$ cat src/rtl/uart_rx_oversampler.sv
// 16x oversampling UART receiver: 2-flop synchroniser, mid-bit majority vote,
// false-start rejection and framing-error detection. Bytes go straight to a FIFO.
module uart_rx_oversampler #(
  parameter int baudrate   = 9600,
  parameter int clk_frec   = 50000000,
  parameter int OVERSAMPLE = 16
) (
  input  logic       clk,
  input  logic       arstn,
  input  logic       rx,
  output logic [7:0] byte_rx,
  output logic       new_byte_rx,
  output logic       frame_err,
  output logic       busy
);

  localparam int DIV = clk_frec / (baudrate * OVERSAMPLE);
  localparam int TW  = $clog2(DIV) + 1;
  localparam logic [TW-1:0] TICK_MAX = TW'(DIV - 1);

  generate
    if (OVERSAMPLE != 16) begin : g_bad_oversample
      $error("uart_rx_oversampler: OVERSAMPLE must be 16");
    end
    if (DIV < 1) begin : g_bad_div
      $error("uart_rx_oversampler: clk_frec too low for baudrate*16");
    end
  endgenerate

  typedef enum logic [2:0] {
    IDLE      = 3'd0,
    START     = 3'd1,
    DATA      = 3'd2,
    STOP      = 3'd3,
    WAIT_IDLE = 3'd4
  } state_t;

  function automatic logic majority3(input logic a, input logic b, input logic c);
    return (a & b) | (a & c) | (b & c);
  endfunction

  state_t          state_q, state_d;
  logic            rx_meta_q, rx_s_q;
  logic [TW-1:0]   tick_q, tick_d;
  logic [3:0]      s_q, s_d;
  logic [2:0]      b_q, b_d;
  logic            smp7_q, smp7_d;
  logic            smp8_q, smp8_d;
  logic [7:0]      shift_q, shift_d;
  logic [7:0]      byte_q, byte_d;
  logic            new_q, new_d;
  logic            ferr_q, ferr_d;
  logic            tick;
  logic            maj;
  logic            running;

  assign tick    = (tick_q == TICK_MAX);
  // Third vote is the live s=9 sample, so the decision lands on that tick.
  assign maj     = majority3(smp7_q, smp8_q, rx_s_q);
  assign running = (state_q == START) || (state_q == DATA) || (state_q == STOP);

  always_comb begin
    state_d = state_q;
    tick_d  = tick_q;
    s_d     = s_q;
    b_d     = b_q;
    smp7_d  = smp7_q;
    smp8_d  = smp8_q;
    shift_d = shift_q;
    byte_d  = byte_q;
    new_d   = 1'b0;
    ferr_d  = 1'b0;

    if (running) begin
      tick_d = tick ? '0 : tick_q + TW'(1);
      if (tick) begin
        s_d = s_q + 4'd1;
        if (s_q == 4'd7) smp7_d = rx_s_q;
        if (s_q == 4'd8) smp8_d = rx_s_q;
      end
    end

    case (state_q)
      IDLE: begin
        // Counters are cleared here so a start edge seen on the return
        // cycle begins the next frame with fresh indexing.
        tick_d = '0;
        s_d    = '0;
        b_d    = '0;
        if (!rx_s_q) state_d = START;
      end
      START: begin
        if (tick && s_q == 4'd9 && maj) begin
          state_d = IDLE;
        end else if (tick && s_q == 4'd15) begin
          state_d = DATA;
        end
      end
      DATA: begin
        if (tick && s_q == 4'd9) shift_d = {maj, shift_q[7:1]};
        if (tick && s_q == 4'd15) begin
          b_d = b_q + 3'd1;
          if (b_q == 3'd7) state_d = STOP;
        end
      end
      STOP: begin
        if (tick && s_q == 4'd9) begin
          if (maj) begin
            byte_d  = shift_q;
            new_d   = 1'b1;
            state_d = IDLE;
          end else begin
            ferr_d  = 1'b1;
            state_d = WAIT_IDLE;
          end
        end
      end
      WAIT_IDLE: begin
        tick_d = '0;
        if (rx_s_q) state_d = IDLE;
      end
      default: state_d = IDLE;
    endcase
  end

  always_ff @(posedge clk or negedge arstn) begin
    if (!arstn) begin
      state_q   <= IDLE;
      rx_meta_q <= 1'b1;
      rx_s_q    <= 1'b1;
      tick_q    <= '0;
      s_q       <= '0;
      b_q       <= '0;
      byte_q    <= 8'h00;
      new_q     <= 1'b0;
      ferr_q    <= 1'b0;
    end else begin
      state_q   <= state_d;
      rx_meta_q <= rx;
      rx_s_q    <= rx_meta_q;
      tick_q    <= tick_d;
      s_q       <= s_d;
      b_q       <= b_d;
      byte_q    <= byte_d;
      new_q     <= new_d;
      ferr_q    <= ferr_d;
    end
  end

  // Vote samples and shift register are pure data, always rewritten before use.
  always_ff @(posedge clk) begin
    smp7_q  <= smp7_d;
    smp8_q  <= smp8_d;
    shift_q <= shift_d;
  end

  assign byte_rx     = byte_q;
  assign new_byte_rx = new_q;
  assign frame_err   = ferr_q;
  assign busy        = (state_q != IDLE);

endmodule

$ cat config.mk
export PLATFORM = sky130hd
export DESIGN_NAME = uart_rx_oversampler
export DESIGN_NICKNAME = d
export VERILOG_FILES = /design/src/rtl/uart_rx_oversampler.sv
export SDC_FILE = /design/constraint.sdc
export NUM_CORES = 1
export LEC_CHECK = 0
export ABC_AREA = 1
export CAP_MARGIN = 0
export CORE_MARGIN = 4
export CORE_UTILIZATION = 40
export CTS_CLUSTER_DIAMETER = 80
export CTS_CLUSTER_SIZE = 30
export DETAILED_ROUTE_END_ITERATION = 8
export DONT_BUFFER_PORTS = 1
export GPL_ROUTABILITY_DRIVEN = 0
export HOLD_SLACK_MARGIN = 0.05
export PLACE_DENSITY = 0.52
export SLEW_MARGIN = 20
export SYNTH_ARGS = -nofsm -noshare
export SYNTH_HDL_FRONTEND = slang
export SYNTH_SLANG_ARGS = --single-unit
$ cat constraint.sdc
create_clock -name clk -period 5.3 [get_ports clk]
set_clock_uncertainty 0.15 [all_clocks]
set_input_delay 1.06 -clock clk [delete_from_list [all_inputs] [get_ports clk]]
set_output_delay 1.06 -clock clk [all_outputs]
set_load 0.03 [all_outputs]
==> out/summary.md <==
Detailed-routing iteration count for the pre-antenna-repair pass: 5. Number of routed nets with antenna violations: 0. The final layout contains 229 nets. Counting the fill cells in the layout gives 461.

The number of setup buffers added after CTS is 0. Highest metal layer with signal wires: met4. The Yosys step of the flow raised 0 warnings. The total power is 547 uW.

The maximum ir drop on the vdd rail is 0.135 mV. Start point of the worst min-delay path: rx_meta_q. After clock tree synthesis, the flow added hold-fix buffers numbering 0. The library cells used most frequently in the layout, excluding fill and tap cells, are 52 x sky130_fd_sc_hd__nand2_1, 30 x sky130_fd_sc_hd__dfrtp_1, 22 x sky130_fd_sc_hd__inv_1. Grouping stages by cell kind, the critical path spends the most delay in simple AND/OR/NAND/NOR gates. Together, buffers and inverters on the worst path number 0. For the pin count of the biggest net entering global routing, the log shows 33. The die is 78.8 um tall. For the number of distinct library cells after synthesis, the log shows 26. The count of pins over their slew limit was 0.

In this run the mean area of a mapped cell was 9.38 sq um. The number of buffers added on ports came out at 0. The die is 78.8 um wide.

The path depth of the worst reg2reg path was 8; the area of combinational cells with multiple inputs was 798 sq um. The maximum root-to-sink buffer count came out at 2. The worst register-to-register path has a setup slack of 3150 ps. The worst setup path is launched from a flip-flop.

The via-per-instance ratio is 4.84, and the count of maximum capacitance violations is 0. The worst reg2reg path endpoint was shift_q[2]. The final number of setup-violating endpoints is 0. The tree is rooted in a sky130_fd_sc_hd__clkbuf_8. The area after detailed placement was 2080 sq um. TritonCTS built the clock tree. The number of design rule violations left after detail routing was 0. CTS saw 42 sinks. Summed over all nets, wire length on met2 after detailed routing comes to 1680 um. The sequential cell area is 1100 sq um. Along the worst path, the maximum fanout reaches 5. The number of top-level pins was 14; the placeable core area was 4790 sq um.

At the worst endpoint, the required time is 4090 ps. Setup repair after global routing left no endpoint under its margin. The via count came out at 1,390. For the number of hold violations in the final report, the log shows 0. Path type of the worst setup path: reg -> out.

The critical path goes through nor2_1, nand2_1. Hold is met by 212 ps. Data arrives at the worst endpoint at 1290 ps.

Detailed route wirelength on metal3: 143 um. After layout, the worst setup slack is 2800 ps. The met1 layer wirelength in the final routing came out at 1600 um.

The total routing resource utilization after global routing came out at 0.125. The slowest cell on the critical path is sky130_fd_sc_hd__dfrtp_1. Synthesized cell area: 2010 sq um. In this run, the number of DRC markers left after iteration 0 of detailed routing was 65. In this run the number of H-tree levels came out at 2. Static timing analysis puts the maximum clock frequency at 400 MHz. STA classifies the critical path endpoint as an output port.

The post-synthesis register bit count works out to 42. The flow ran to the end, and the final reports show no timing, DRC or antenna violations. Delay of the slowest cell on the worst path: 410 ps. The leakage power was 0.953 nW. The tools report the starting density of the core as 0.419. The logs give 25 for the placement row count and 214 for the gate count after technology mapping. The number of clock buffers added by TritonCTS is 5. For the global-route congestion overflow total, the log shows 0.

For the worst-skew pair, the clock arrives at the later sink with an insertion delay of 300 ps. The logs give 3110 ps for the worst slack at placement and 0 for the initial antenna violation count. The number of antenna diodes in the final layout is 0. The transition time of the tightest slew-check pin was 566 ps. Adding up every negative setup slack in the final design gives 0 ps.

After clock tree synthesis, the clock-pin slew on the worst setup and hold paths is 80 ps. Capture endpoint of the worst hold path: rx_s_q. The max-slew headroom at the worst pin was 0.621.

The number of global-route vias before repair was 1,322. The net count after synthesis is 224, and the instance count along the most critical hold path is 0. The shortest clock period the worst path allows after layout was 2500 ps; the total routed wirelength was 3520 um. Source of the worst register-to-register timing path: tick_q[0]. The first global-routing pass estimated 6000 um of wire. In the final routed layout, each cell accounts on average for 12.3 um.

Post-CTS repair changed the size of 0 cells. Power spread over the standard cell area amounts to 252 nW/um^2. The final period utilization works out to 0.472.

The logs give 2170 sq um for the final instance area and 0.550 for the fraction of the yosys area taken by sequential cells. The share of final-layout standard cells stronger than drive strength 1 works out to 0.114. Leaving out fill and tap cells, the most frequent cell in the layout is sky130_fd_sc_hd__nand2_1. Summed over all nets, the half-perimeter wirelength after detailed placement is 2610 um.

The path class of the tightest hold or removal check is reg -> reg. The area growth from synthesis to layout was 8.10%; the full die area was 6210 sq um.
worst max path at each step:
stage,startpoint,end,slack [ps],cells past startpoint
6_report,state_q[0],busy,2800,2
5_1_grt,state_q[0],busy,2700,2
4_1_cts,state_q[0],busy,2780,2
3_5_place_dp,tick_q[0],shift_q[3],3110,8
3_3_place_gp,state_q[0],busy,3150,2
2_1_floorplan,state_q[0],busy,3230,2
sequential cells by signal (all words and copies together) (netlist names):
| signal | flops |
|---|---|
| byte_rx | 8 |
| state_q | 3 |
| smp7_q | 1 |
| shift_q | 8 |
| frame_err | 1 |
| b_q | 3 |
| s_q | 4 |
| rx_s_q | 1 |
| rx_meta_q | 1 |
| smp8_q | 1 |
| tick_q | 10 |
| new_byte_rx | 1 |
report_power, final:
group          internal (mW)  switching, mW  leakage, nW  total [mW]
logic               0.000167       0.000627        0.395    0.000795
clock network         0.0951          0.119       0.0447       0.214
registers              0.331       0.000572        0.514       0.332
synth_stat cells:
| cell | number | area, sq um |
|---|---|---|
| sky130_fd_sc_hd__nor3b_1 | 2 | 15.0 |
| sky130_fd_sc_hd__o21ai_1 | 3 | 15.0 |
| sky130_fd_sc_hd__nand4_4 | 1 | 21.3 |
| sky130_fd_sc_hd__o22ai_1 | 4 | 25.0 |
| sky130_fd_sc_hd__nor3_1 | 5 | 25.0 |
| sky130_fd_sc_hd__edfxtp_1 | 10 | 300 |
| sky130_fd_sc_hd__clkbuf_1 | 1 | 3.75 |
| sky130_fd_sc_hd__nand4_1 | 3 | 18.8 |
| sky130_fd_sc_hd__nand2_2 | 6 | 37.5 |
| sky130_fd_sc_hd__o21ai_0 | 21 | 105 |
| sky130_fd_sc_hd__xor2_1 | 4 | 35.0 |
| sky130_fd_sc_hd__o31ai_1 | 1 | 7.51 |
| sky130_fd_sc_hd__buf_6 | 1 | 11.3 |
| sky130_fd_sc_hd__xnor2_1 | 2 | 17.5 |
| sky130_fd_sc_hd__ha_1 | 7 | 87.6 |
| sky130_fd_sc_hd__nor2_2 | 1 | 6.26 |
| sky130_fd_sc_hd__nand2_1 | 52 | 195 |
| sky130_fd_sc_hd__a21oi_1 | 3 | 15.0 |
| sky130_fd_sc_hd__nor2_4 | 5 | 56.3 |
| sky130_fd_sc_hd__nor2_1 | 14 | 52.6 |
| sky130_fd_sc_hd__o21a_1 | 1 | 7.51 |
| sky130_fd_sc_hd__inv_2 | 2 | 7.51 |
| sky130_fd_sc_hd__inv_1 | 22 | 82.6 |
| sky130_fd_sc_hd__nand3_1 | 11 | 55.1 |
| sky130_fd_sc_hd__dfstp_2 | 2 | 52.6 |
| sky130_fd_sc_hd__dfrtp_1 | 30 | 751 |
stage by stage:
| step | cells | utilization |
|---|---|---|
| global placement | 279 | 0.434 |
| detailed placement | 279 | 0.434 |
| CTS | 287 | 0.453 |
| global route | 287 | 0.453 |
| floorplan | 214 | - |
| finish | 287 | 0.453 |
cell type report:
type	instances	share of cell area
tap	67	0.0386
clock inverter	3	0.0115
clock buffer	5	0.0317
sequential	42	0.509
multi-input combinational	146	0.368
inverter	24	0.0415
kinds of logic after synthesis:
family                   share of synthesized area
buffers and inverters                       0.0524
XOR/XNOR                                    0.0262
AO/OA/AOI/OAI                               0.0873
flip-flops                                   0.550
adder cells (fa/ha/maj)                     0.0436
AND/OR/NAND/NOR                              0.241
per-layer routing:
layer | track usage | vias to the layer above
li1 | - | 705
met1 | 0.151 | 649
met2 | 0.204 | 29
met3 | 0.0317 | 7
met4 | 0.0704 | 0
met5 | 0 | -
Power figures use the tool's default switching activity.
